$ cat config.mk
export PLATFORM = sky130hd
export DESIGN_NAME = dx_bypass_stage
export DESIGN_NICKNAME = d
export VERILOG_FILES = /design/src/rtl/dx_bypass_stage_pkg.sv /design/src/rtl/dx_bypass_stage_fwd_select.sv /design/src/rtl/dx_bypass_stage.sv
export SDC_FILE = /design/constraint.sdc
export NUM_CORES = 1
export LEC_CHECK = 0
export CORE_AREA = 2 2 164 166
export CTS_CLUSTER_DIAMETER = 40
export DETAILED_ROUTE_END_ITERATION = 12
export DIE_AREA = 0 0 166 168
export GPL_ROUTABILITY_DRIVEN = 0
export GPL_TIMING_DRIVEN = 0
export PLACE_DENSITY = 0.83
export SLEW_MARGIN = 40
export SYNTH_ARGS = -nofsm -noshare
export SYNTH_HDL_FRONTEND = slang
export SYNTH_SLANG_ARGS = --single-unit
export TNS_END_PERCENT = 10
$ cat constraint.sdc
create_clock -name clk -period 5.7 [get_ports clk]
set_clock_uncertainty 0.2 [all_clocks]
set_input_delay 1.14 -clock clk [delete_from_list [all_inputs] [get_ports clk]]
set_output_delay 1.14 -clock clk [all_outputs]
set_load 0.05 [all_outputs]
$ cat src/rtl/dx_bypass_stage_pkg.sv
// Shared types and default widths for the D/X bypass stage.
// Forwarding bus payload plus the widths used when the top is built with defaults.
package dx_bypass_stage_pkg;

  localparam int unsigned DX_DATA_W  = 32;
  localparam int unsigned DX_ADDR_W  = 5;
  localparam int unsigned DX_STALL_W = 16;

  // One forwarding stage as seen by the bypass network.
  typedef struct packed {
    logic                 we;
    logic                 rdy;
    logic [DX_ADDR_W-1:0] addr;
    logic [DX_DATA_W-1:0] data;
  } fwd_bus_t;

endpackage

$ cat src/rtl/dx_bypass_stage_fwd_select.sv
// Priority forwarding select for one source operand: the youngest matching stage wins.
// With DX_ZERO_REG_EN defined, address 0 never matches and always reads as zero.
module fwd_select
  import dx_bypass_stage_pkg::*;
#(
  parameter int unsigned DATA_W  = DX_DATA_W,
  parameter int unsigned ADDR_W  = DX_ADDR_W,
  parameter int unsigned NUM_FWD = 3
) (
  input  logic [ADDR_W-1:0]         src_addr,
  input  logic [DATA_W-1:0]         held_data,
  input  logic [NUM_FWD-1:0]        fwd_we,
  input  logic [NUM_FWD*ADDR_W-1:0] fwd_addr,
  input  logic [NUM_FWD-1:0]        fwd_rdy,
  input  logic [NUM_FWD*DATA_W-1:0] fwd_data,
  output logic [DATA_W-1:0]         data,
  output logic                      hit,
  output logic                      pending
);

  always_comb begin
    data    = held_data;
    hit     = 1'b0;
    pending = 1'b0;
    for (int i = 0; i < int'(NUM_FWD); i++) begin
      if (!hit && fwd_we[i] && (fwd_addr[i*ADDR_W +: ADDR_W] == src_addr)) begin
        hit     = 1'b1;
        pending = !fwd_rdy[i];
        if (fwd_rdy[i]) begin
          data = fwd_data[i*DATA_W +: DATA_W];
        end
      end
    end
`ifdef DX_ZERO_REG_EN
    if (src_addr == '0) begin
      data    = '0;
      hit     = 1'b0;
      pending = 1'b0;
    end
`endif
  end

endmodule

$ cat src/rtl/dx_bypass_stage.sv
// Decode-to-execute ready/valid register with operand bypass, load-use stall and refresh.
// Optional DX_ZERO_REG_EN hardwires source register 0 to zero.
module dx_bypass_stage
  import dx_bypass_stage_pkg::*;
#(
  parameter int unsigned DATA_W    = DX_DATA_W,
  parameter int unsigned ADDR_W    = DX_ADDR_W,
  parameter int unsigned NUM_SRC   = 2,
  parameter int unsigned NUM_FWD   = 3,
  parameter int unsigned PAYLOAD_W = 64
) (
  input  logic                      clk,
  input  logic                      reset,
  input  logic                      flush,
  input  logic                      in_valid,
  output logic                      in_ready,
  input  logic [NUM_SRC*ADDR_W-1:0] in_src_addr,
  input  logic [NUM_SRC*DATA_W-1:0] in_src_data,
  input  logic [ADDR_W-1:0]         in_dst_addr,
  input  logic                      in_dst_we,
  input  logic                      in_is_load,
  input  logic [PAYLOAD_W-1:0]      in_payload,
  input  logic [NUM_FWD-1:0]        fwd_we,
  input  logic [NUM_FWD*ADDR_W-1:0] fwd_addr,
  input  logic [NUM_FWD-1:0]        fwd_rdy,
  input  logic [NUM_FWD*DATA_W-1:0] fwd_data,
  output logic                      out_valid,
  input  logic                      out_ready,
  output logic [NUM_SRC*DATA_W-1:0] out_src_data,
  output logic [ADDR_W-1:0]         out_dst_addr,
  output logic                      out_dst_we,
  output logic                      out_is_load,
  output logic [PAYLOAD_W-1:0]      out_payload,
  output logic [DX_STALL_W-1:0]     stall_cycles
);

  logic                      held_valid;
  logic [NUM_SRC*ADDR_W-1:0] held_src_addr;
  logic [NUM_SRC*DATA_W-1:0] held_src_data;
  logic [NUM_SRC*DATA_W-1:0] sel_data;
  logic [NUM_SRC*DATA_W-1:0] cap_data;
  logic [NUM_SRC-1:0]        sel_hit;
  logic [NUM_SRC-1:0]        sel_pending;
  logic                      hazard;
  logic                      fire;
  logic                      accept;

  for (genvar g = 0; g < int'(NUM_SRC); g++) begin : g_src
    fwd_select #(
      .DATA_W (DATA_W),
      .ADDR_W (ADDR_W),
      .NUM_FWD(NUM_FWD)
    ) u_fwd_select (
      .src_addr (held_src_addr[g*ADDR_W +: ADDR_W]),
      .held_data(held_src_data[g*DATA_W +: DATA_W]),
      .fwd_we   (fwd_we),
      .fwd_addr (fwd_addr),
      .fwd_rdy  (fwd_rdy),
      .fwd_data (fwd_data),
      .data     (sel_data[g*DATA_W +: DATA_W]),
      .hit      (sel_hit[g]),
      .pending  (sel_pending[g])
    );
  end

  assign hazard       = held_valid && (|sel_pending);
  assign out_valid    = held_valid && !hazard;
  assign fire         = out_valid && out_ready;
  assign in_ready     = !held_valid || fire;
  assign accept       = in_valid && in_ready;
  assign out_src_data = {(NUM_SRC*DATA_W){held_valid}} & sel_data;

  // Operand values captured from the register file on accept.
`ifdef DX_ZERO_REG_EN
  always_comb begin
    cap_data = in_src_data;
    for (int s = 0; s < int'(NUM_SRC); s++) begin
      if (in_src_addr[s*ADDR_W +: ADDR_W] == '0) begin
        cap_data[s*DATA_W +: DATA_W] = '0;
      end
    end
  end
`else
  assign cap_data = in_src_data;
`endif

  // Held instruction: flush beats accept; waiting operands track the forwarding buses.
  always_ff @(posedge clk or posedge reset) begin
    if (reset) begin
      held_valid    <= 1'b0;
      held_src_addr <= '0;
      held_src_data <= '0;
      out_dst_addr  <= '0;
      out_dst_we    <= 1'b0;
      out_is_load   <= 1'b0;
      out_payload   <= '0;
      stall_cycles  <= '0;
    end else begin
      if (flush) begin
        held_valid <= 1'b0;
      end else if (accept) begin
        held_valid <= 1'b1;
      end else if (fire) begin
        held_valid <= 1'b0;
      end

      if (accept && !flush) begin
        held_src_addr <= in_src_addr;
        held_src_data <= cap_data;
        out_dst_addr  <= in_dst_addr;
        out_dst_we    <= in_dst_we;
        out_is_load   <= in_is_load;
        out_payload   <= in_payload;
      end else if (held_valid && !fire) begin
        for (int s = 0; s < int'(NUM_SRC); s++) begin
          if (sel_hit[s] && !sel_pending[s]) begin
            held_src_data[s*DATA_W +: DATA_W] <= sel_data[s*DATA_W +: DATA_W];
          end
        end
      end

      if (hazard && (stall_cycles != '1)) begin
        stall_cycles <= stall_cycles + DX_STALL_W'(1);
      end
    end
  end

endmodule
Word-level counts from Yosys, hierarchy flattened
Cells that the tools add are included.
{"block": "op_classes", "add_sub_neg": 1, "n_eq_ne": 7, "muxes": 31, "bitwise_logic": 1, "n_reduce_logical": 40}
{"operator": "2-to-1 mux 32 bit", "count": 14}
{"operator": "2-to-1 mux 64 bit", "count": 2}
{"operator": "AND 64 bit", "count": 1}
{"operator": "equality test 5 bit", "count": 6}
{"operator": "logical AND 1 bit", "count": 19}
{"operator": "adder 16 x 1 -> 16 bit (second input constant)", "count": 1}
{"operator": "!= test 16 bit (second input constant)", "count": 1}
{"operator": "2-to-1 mux 1 bit", "count": 15}
{"operator": "zero test 1 bit", "count": 13}
{"operator": "nonzero test 2 bit", "count": 3}
{"operator": "AND reduction 2 bit", "count": 2}
{"operator": "nonzero test 3 bit", "count": 1}
{"operator": "OR reduction 2 bit", "count": 1}
{"operator": "logical OR 1 bit", "count": 1}
{"block": "word_totals", "reg_bits": 162, "input_bits": 267, "word_cells": 89}

Longest topological paths before layout
Gate-level depths: netlist of the first run.
{"block": "depth", "depth_word": 21, "ltp_mapped": 11}

Hierarchy
A second synthesis of the first run with hierarchy kept.
{"block": "hier_totals", "cells_unflattened": 1207, "area_unflattened_um2": 10565.1}
{"mod": "dx_bypass_stage", "n_inst": 1, "cells_each": 717, "area_each_um2": 7129.3, "seq_area_each_um2": 4053.9}
{"mod": "fwd_select", "n_inst": 2, "cells_each": 245, "area_each_um2": 1717.9, "seq_area_each_um2": 0.0}

Least setup slack after synthesis of the first run
No wires, ideal clock.
{"block": "synth_timing", "path_kind": "input-to-output", "from": "input fwd_addr[2]", "to": "output out_src_data[49]", "t_arrival_ns": 3.501, "setup_slack_ns": 0.859, "path_stages": 10, "path_buffers": 3, "cell_sequence": "xor2_1 nor4_1 and2_1 buf_2 or2_2 clkbuf_1 clkbuf_1 o221ai_1 a2bb2oi_1 nor2b_1"}
{"block": "synth_between", "elab_chain_cells": 12, "word_cells_on_any_way": 16, "cone_classes": "eq/ne: 1; mux: 7; bitwise: 1; reduce/logical: 7"}
{"item": "start, declared", "line_no": "dx_bypass_stage.sv:24", "rtl": "input logic [NUM_FWD*ADDR_W-1:0] fwd_addr,"}
{"item": "equality test 5 bit *", "line_no": "dx_bypass_stage_fwd_select.sv:26", "rtl": "if (!hit && fwd_we[i] && (fwd_addr[i*ADDR_W +: ADDR_W] == src_addr)) begin"}
{"item": "logical AND 1 bit *", "line_no": "dx_bypass_stage_fwd_select.sv:26"}
{"item": "2-to-1 mux 1 bit", "line_no": "dx_bypass_stage_fwd_select.sv:26"}
{"item": "zero test 1 bit", "line_no": "dx_bypass_stage_fwd_select.sv:26"}
{"item": "logical AND 1 bit (2 in a row)", "line_no": "dx_bypass_stage_fwd_select.sv:26"}
{"item": "2-to-1 mux 1 bit", "line_no": "dx_bypass_stage_fwd_select.sv:26"}
{"item": "zero test 1 bit", "line_no": "dx_bypass_stage_fwd_select.sv:26"}
{"item": "logical AND 1 bit (2 in a row)", "line_no": "dx_bypass_stage_fwd_select.sv:26"}
{"item": "2-to-1 mux 32 bit *", "line_no": "dx_bypass_stage_fwd_select.sv:26"}
{"item": "AND 64 bit *", "line_no": "dx_bypass_stage.sv:71", "rtl": "assign out_src_data = {(NUM_SRC*DATA_W){held_valid}} & sel_data;"}
{"item": "end, declared", "line_no": "dx_bypass_stage.sv:29", "rtl": "output logic [NUM_SRC*DATA_W-1:0] out_src_data,"}
Every way passes the cells marked *; elsewhere a longest branch is shown, timed or not.

Worst setup path after layout of the first run
{"block": "layout_timing", "from": "input fwd_addr[2]", "to": "output out_src_data[35]"}
The elaborated chain is that of the path after synthesis.

==> results of run 1 <==
## cells in the mapped netlist, types with 3 or more instances
library cell  number
nand3_1           14
xnor2_1           11
nand4_1            4
and4_1             3
o221ai_1          74
a22oi_1           32
clkbuf_1          44
buf_6             15
mux2_1             5
nor4_1             6
inv_1             67
and2_1             4
mux2i_1           32
nor2b_1           65
and3_1            26
o21a_1            32
o21ai_0           23
dfrtp_1          162
a2bb2oi_1         32
buf_1              6
nor3_1             9
nand2_1          148
nor2_1            14
xor2_1            34
buf_2             10
mux2_2            77
## cell families (layout without fill, tap and decap cells)
kind of cell / count (synthesis) / after routing
compound gates: 206 / 206
xor+xnor: 45 / 45
fa+ha+maj: 1 / 1
buf+inv: 142 / 600
flops: 162 / 162
mux: 114 / 114
other cells: 0 / 2
simple gates: 305 / 305
## sequential cells by signal, indices dropped and copies added (netlist names)
name / count
out_dst_addr: 5
held_valid: 1
stall_cycles: 16
out_is_load: 1
out_dst_we: 1
held_src_data: 64
out_payload: 64
held_src_addr: 10
## worst max-delay path, cell delays in order
cell,delay (ns)
clkdlybuf4s50_1,0.45
xor2_1,0.18
nor4_2,0.40
and2_1,0.19
buf_2,0.17
or3_1,0.12
clkbuf_1,0.27
clkbuf_1,0.38
o21ai_0,0.15
a2bb2oi_1,0.18
nor2b_1,0.16
clkdlybuf4s15_1,0.52
## worst max path at each step
stage                             from               end  slack (ns)
after floorplan            fwd_addr[2]  out_src_data[49]        0.86
after global placement    fwd_addr[13]  out_src_data[47]       -0.83
after detailed placement   fwd_addr[3]  out_src_data[51]       -0.80
after CTS                  fwd_addr[2]  out_src_data[30]       -0.01
after global routing      fwd_addr[14]  out_src_data[53]       -0.16
final                      fwd_addr[2]  out_src_data[35]        0.04
## layer usage
metal  vias up  wire [µm]
met5         -          0
met3        98       3420
li1       4359          -
met4         0       1640
met2       557      19000
met1      4744      15200
## metrics by stage
stage	std cells	setup WS, ns
after detailed placement	1743	-0.801
final	1776	0.0429
after global routing	1775	-0.160
after CTS	1773	-0.0111
after global placement	1735	-0.830
after floorplan	975	0.859
## what timing repair did
action / CTS / global route
pin swaps: 0 / 1
setup buffers: 0 / 3
resized for setup: 118 / 61
endpoints found under the setup margin: 66 / 65
## layout make-up
cell class | count | area [µm²] | share of cell area, %
Antenna cell | 2 | 5.00 | 0.0334
Buffer | 72 | 430 | 2.87
Clock buffer | 17 | 425 | 2.84
Clock inverter | 14 | 238 | 1.59
Inverter | 67 | 255 | 1.70
Multi-Input combinational cell | 671 | 4850 | 32.3
Sequential cell | 162 | 4050 | 27.1
Tap cell | 341 | 427 | 2.85
Timing Repair Buffer | 430 | 4300 | 28.7
## power groups by stage
stage          clock, µW  combinational, µW  sequential, µW
6_report            1350               1780            1490
5_1_grt             1410               1880            1520
4_1_cts             1370               1780            1490
3_5_place_dp           0               1800            1510
3_3_place_gp           0               1750            1500
2_1_floorplan          0                732            1860
## cells in the final DEF, fill, tap and decap left out, drive strengths merged, types with 3 or more instances in the layout
cell,count
a22oi,32
a2bb2oi,32
and2,4
and3,26
and4,3
buf,41
bufinv,5
clkbuf,81
clkdlybuf4s15,19
clkdlybuf4s50,353
dfrtp,162
dlygate4sd2,22
dlymetal6s2s,3
inv,74
mux2,82
mux2i,32
nand2,148
nand3,14
nand4,4
nor2,14
nor2b,65
nor3,9
nor4,7
o21a,32
o21ai,24
o221ai,75
xnor2,11
xor2,34
==> impl_metrics.env, run 1 <==
export IMPL_synth_edf_count=0
export IMPL_total_power_uw=4620
export IMPL_endpoint_kind="output pin"
export IMPL_num_rows=60
export IMPL_rr_worst_depth=8
export IMPL_die_x_um=166
export IMPL_power_frac_comb_pct=38.6
export IMPL_clockBufferDepth=2
export IMPL_io_buffers=419
export IMPL_clock_root_buffer="clkbuf_16"
export IMPL_max_cap_violations=0
export IMPL_gr_usage_met1_pct=32.1
export IMPL_cellPowerDensity_nw_per_um2=308
export IMPL_overflow=0
export IMPL_clk_pin_slew_ns=0.08
export IMPL_ys_seq_area_share_pct=42.6
export IMPL_worst_ep_required_time_ns=4.36
export IMPL_fp_dieH_um=168
export IMPL_yosysWarningCount=0
export IMPL_hold_end="out_payload[55]"
export IMPL_synth_cell_type_count=47
export IMPL_top_usage_layer="met2"
export IMPL_outcome="finished, final reports clean"
export IMPL_wl_um=39200
export IMPL_worst_slew_pin_slew_ns=0.743
export IMPL_synth_cells=975
export IMPL_hp_class="reg -> reg"
export IMPL_fin_area_um2=15000
export IMPL_drv_slew=0
export IMPL_syn_area_per_cell_um2=9.76
export IMPL_vias_per_cell=5.49
export IMPL_rsz0062_at_grt="true"
export IMPL_wl_per_cell_um=22.1
export IMPL_drt_iter0_drc=912
export IMPL_leakage_uw=0.00670
export IMPL_whs_path_depth=1
export IMPL_grt_pass1_vias=10151
export IMPL_dp_hpwl_um=30400
export IMPL_r2r_end="held_src_data[17]"
export IMPL_fin_crit_ns=5.66
export IMPL_hold_viol=0
export IMPL_ys_top_cells_by_area="dfrtp_1, mux2_2, o221ai_1, nand2_1, nor2b_1"
export IMPL_hold_start="out_payload[55]"
export IMPL_cts_buffers=17
export IMPL_drive_gt1_share_pct=14.9
export IMPL_synth_mux_area_share_pct=13.1
export IMPL_ant_nets=0
export IMPL_die_area_um2=27900
export IMPL_ctsHtreeMaxLevel=4
export IMPL_coreArea_um2=26400
export IMPL_r2r_setup_slack_ns=2.30
export IMPL_synth_top_area_share_pct=42.6
export IMPL_syn_nets=1243
export IMPL_vdd_drop_max_uv=207
export IMPL_met2_usage_pct=47.2
export IMPL_grt_usage_pct=27.4
export IMPL_initial_core_util_pct=36.1
export IMPL_path_class="in -> out"
export IMPL_clkPwrFrac_pct=29.1
export IMPL_grt_pass1_wl_um=59200
export IMPL_ys_seq_elements=162
export IMPL_clkLatencyLatePin_ns=0.43
export IMPL_cp_start_kind="input port"
export IMPL_ios=420
export IMPL_fillers=2310
export IMPL_worst_path_max_fanout=10
export IMPL_area_growth_syn_to_layout_pct=57.4
export IMPL_arrival_ns=4.32
export IMPL_p_int_uw=2890
export IMPL_tritoncts="done"
export IMPL_postCtsHoldBufs=0
export IMPL_numClockSinks=162
export IMPL_p_sw_share_pct=37.4
export IMPL_relSlewSlack_pct=50.5
export IMPL_synth_compound_area_share_pct=17.4
export IMPL_timing_rr_start="held_src_addr[7]"
export IMPL_holdWs_ns=0.292
export IMPL_synth_xor_area_share_pct=4.14
export IMPL_synthFlopType="dfrtp_1"
export IMPL_vias=9758
export IMPL_drc=0
export IMPL_first_pass_iters=6
export IMPL_p_seq_share_pct=32.3
export IMPL_layout_nets=1689
export IMPL_setup_tns_ns=0
export IMPL_antenna_found_initial=3
export IMPL_async_flop_share_pct=100
export IMPL_syn_cell_area_um2=9520
export IMPL_grt_max_degree=24
export IMPL_fin_crit_sh_pct=99.2
export IMPL_placed_area_um2=14400
export IMPL_final_core_util_pct=56.9
export IMPL_finalSetupViolations=0
export IMPL_synth_area_leader_cell="dfrtp_1"
export IMPL_synthSimpleGateAreaFrac_pct=15.8
export IMPL_p_switching_uw=1730
export IMPL_synthAdderAreaFrac_pct=0.131
export IMPL_met3_usage_pct=7.40
export IMPL_synth_top_family_by_area="compound AO/OA/AOI/OAI gates"
export IMPL_fmax_mhz=177
Note: power is estimated with default switching activity, not from simulation.
==> run 2: changes to the inputs <==
--- a/config.mk
+++ b/config.mk
@@ -5,6 +5,7 @@
 export SDC_FILE = /design/constraint.sdc
 export NUM_CORES = 1
 export LEC_CHECK = 0
+export CAP_MARGIN = 0
 export CORE_AREA = 2 2 164 166
 export CTS_CLUSTER_DIAMETER = 40
 export DETAILED_ROUTE_END_ITERATION = 12
==> results of run 2 <==
Final layout, timing and power as in run 1 (identical DEF).
==> run 3: changes to the inputs <==
--- a/config.mk
+++ b/config.mk
@@ -7,12 +7,13 @@
 export LEC_CHECK = 0
 export CAP_MARGIN = 0
 export CORE_AREA = 2 2 164 166
+export CTS_BUF_LIST = sky130_fd_sc_hd__clkbuf_16
 export CTS_CLUSTER_DIAMETER = 40
 export DETAILED_ROUTE_END_ITERATION = 12
 export DIE_AREA = 0 0 166 168
 export GPL_ROUTABILITY_DRIVEN = 0
 export GPL_TIMING_DRIVEN = 0
-export PLACE_DENSITY = 0.83
+export PLACE_DENSITY = 0.74
 export SLEW_MARGIN = 40
 export SYNTH_ARGS = -nofsm -noshare
 export SYNTH_HDL_FRONTEND = slang
==> impl_metrics.env, run 3 (synthesized netlist as in run 1, its figures left out) <==
export IMPL_cellPowerDensity_nw_per_um2=300
export IMPL_placed_area_um2=14300
export IMPL_ant_nets=0
export IMPL_wl_per_cell_um=21.9
export IMPL_p_switching_uw=1750
export IMPL_endpoint_kind="output pin"
export IMPL_die_x_um=166
export IMPL_die_area_um2=27900
export IMPL_hold_viol=0
export IMPL_clkPwrFrac_pct=26.4
export IMPL_worst_slew_pin_slew_ns=0.739
export IMPL_layout_setup_ws_ns=0.0197
export IMPL_vias=9501
export IMPL_slowest_delay_ns=0.53
export IMPL_first_pass_iters=11
export IMPL_holdWs_ns=0.285
export IMPL_fin_crit_sh_pct=99.7
export IMPL_final_cell_mix="clkdlybuf4s50_1, dfrtp_1, nand2_1"
export IMPL_rsz0062_at_grt="true"
export IMPL_clockBufferDepth=2
export IMPL_clock_root_buffer="clkbuf_16"
export IMPL_violations="DRC"
export IMPL_clk_pin_slew_ns=0.07
export IMPL_drive_gt1_share_pct=15.8
export IMPL_r2r_setup_slack_ns=2.19
export IMPL_drt_iter0_drc=648
export IMPL_grt_pass1_wl_um=58100
export IMPL_worst_path_max_fanout=10
export IMPL_drv_slew=0
export IMPL_layout_commonest_cell="clkdlybuf4s50_1"
export IMPL_grt_max_degree=26
export IMPL_power_frac_comb_pct=40.0
export IMPL_reg_top3="held_src_data: 64 flops, out_payload: 64 flops, stall_cycles: 16 flops"
export IMPL_antenna_found_initial=2
export IMPL_numClockSinks=162
export IMPL_layout_nets=1689
export IMPL_arrival_ns=4.34
export IMPL_cts_resized=126
export IMPL_tritoncts="done"
export IMPL_wl_um=38900
export IMPL_p_int_uw=2680
export IMPL_worst_ep_required_time_ns=4.36
export IMPL_area_growth_syn_to_layout_pct=55.3
export IMPL_dp_hpwl_um=30600
export IMPL_grt_usage_pct=27.2
export IMPL_initial_core_util_pct=36.1
export IMPL_max_cap_violations=0
export IMPL_overflow=0
export IMPL_ios=420
export IMPL_leakage_uw=0.00655
export IMPL_hp_class="reg -> reg"
export IMPL_num_rows=60
export IMPL_cp_start_kind="input port"
export IMPL_crit_chain="clkdlybuf4s50_1 > xor2_1 > nor4_1 > nand3_1 > or3b_2 > clkbuf_1 > clkbuf_2 > o21a_1 > a22oi_1 > nor2b_1 > dlygate4sd2_1"
export IMPL_relSlewSlack_pct=50.7
export IMPL_io_buffers=419
export IMPL_coreArea_um2=26400
export IMPL_outcome="complete, but fails checks"
export IMPL_ctsHtreeMaxLevel=4
export IMPL_path_class="in -> out"
export IMPL_slowest_stage="dlygate4sd2_1"
export IMPL_fin_area_um2=14800
export IMPL_vdd_drop_max_uv=238
export IMPL_cts_buffers=17
export IMPL_p_seq_share_pct=33.6
export IMPL_p_sw_share_pct=39.5
export IMPL_clkLatencyLatePin_ns=0.43
export IMPL_vias_per_cell=5.35
export IMPL_drc=2
export IMPL_postCtsHoldBufs=0
export IMPL_path_buf_inv=4
export IMPL_grt_pass1_vias=9919
export IMPL_preCtsSetupSlack_ns=-0.622
export IMPL_fin_crit_ns=5.68
export IMPL_fp_dieH_um=168
export IMPL_post_cts_buffers=0
export IMPL_finalSetupViolations=0
export IMPL_path_delay_family="buffers and inverters"
export IMPL_fmax_mhz=176
## run 3: routing by layer
layer | global-route usage, % | wire length (µm) | vias up
met5 | 0 | 0 | -
met4 | 9.87 | 1250 | 0
met3 | 6.58 | 3150 | 79
met2 | 47.9 | 19300 | 510
met1 | 32.4 | 15200 | 4542
li1 | - | - | 4370
## run 3: power groups by stage
stage                     Clock (µW)  Sequential (µW)  Combinational, µW
after global routing            1230             1520               1870
after global placement             0             1500               1760
after floorplan                    0             1860                732
final                           1170             1490               1770
after detailed placement           0             1510               1790
after CTS                       1190             1490               1770
## run 3: stage by stage
| stage | utilization (%) | TNS [ns] | cells | power [µW] |
|---|---|---|---|---|
| global placement | 53.7 | -37.41 | 1735 | 3260 |
| CTS | 56.6 | 0 | 1775 | 4460 |
| global route | 56.1 | -0.689 | 1776 | 4620 |
| detailed placement | 54.4 | -29.56 | 1743 | 3300 |
| floorplan | - | 0 | 975 | 2590 |
| finish | 56.1 | 0 | 1777 | 4430 |
## run 3: layout make-up
| type | count | area (µm²) |
|---|---|---|
| tap | 341 | 427 |
| inverter | 67 | 255 |
| buffer | 75 | 434 |
| timing repair buffer | 427 | 4180 |
| multi-input combinational | 671 | 4840 |
| fill | 2368 | 11600 |
| sequential | 162 | 4050 |
| antenna | 2 | 5.00 |
| clock buffer | 17 | 425 |
| clock inverter | 15 | 161 |
## run 3: path summary, 6_finish.rpt
kind	from	endpoint	cells after the start
worst max register to register	held_src_addr[2]	held_src_data[51]	9
min in group asynchronous	reset	out_payload[61]	2
worst min-delay path	stall_cycles[9]	stall_cycles[9]	1
worst max-delay path	fwd_addr[2]	out_src_data[15]	11
worst min register to register	stall_cycles[9]	stall_cycles[9]	1
max in group asynchronous	reset	held_src_data[53]	6
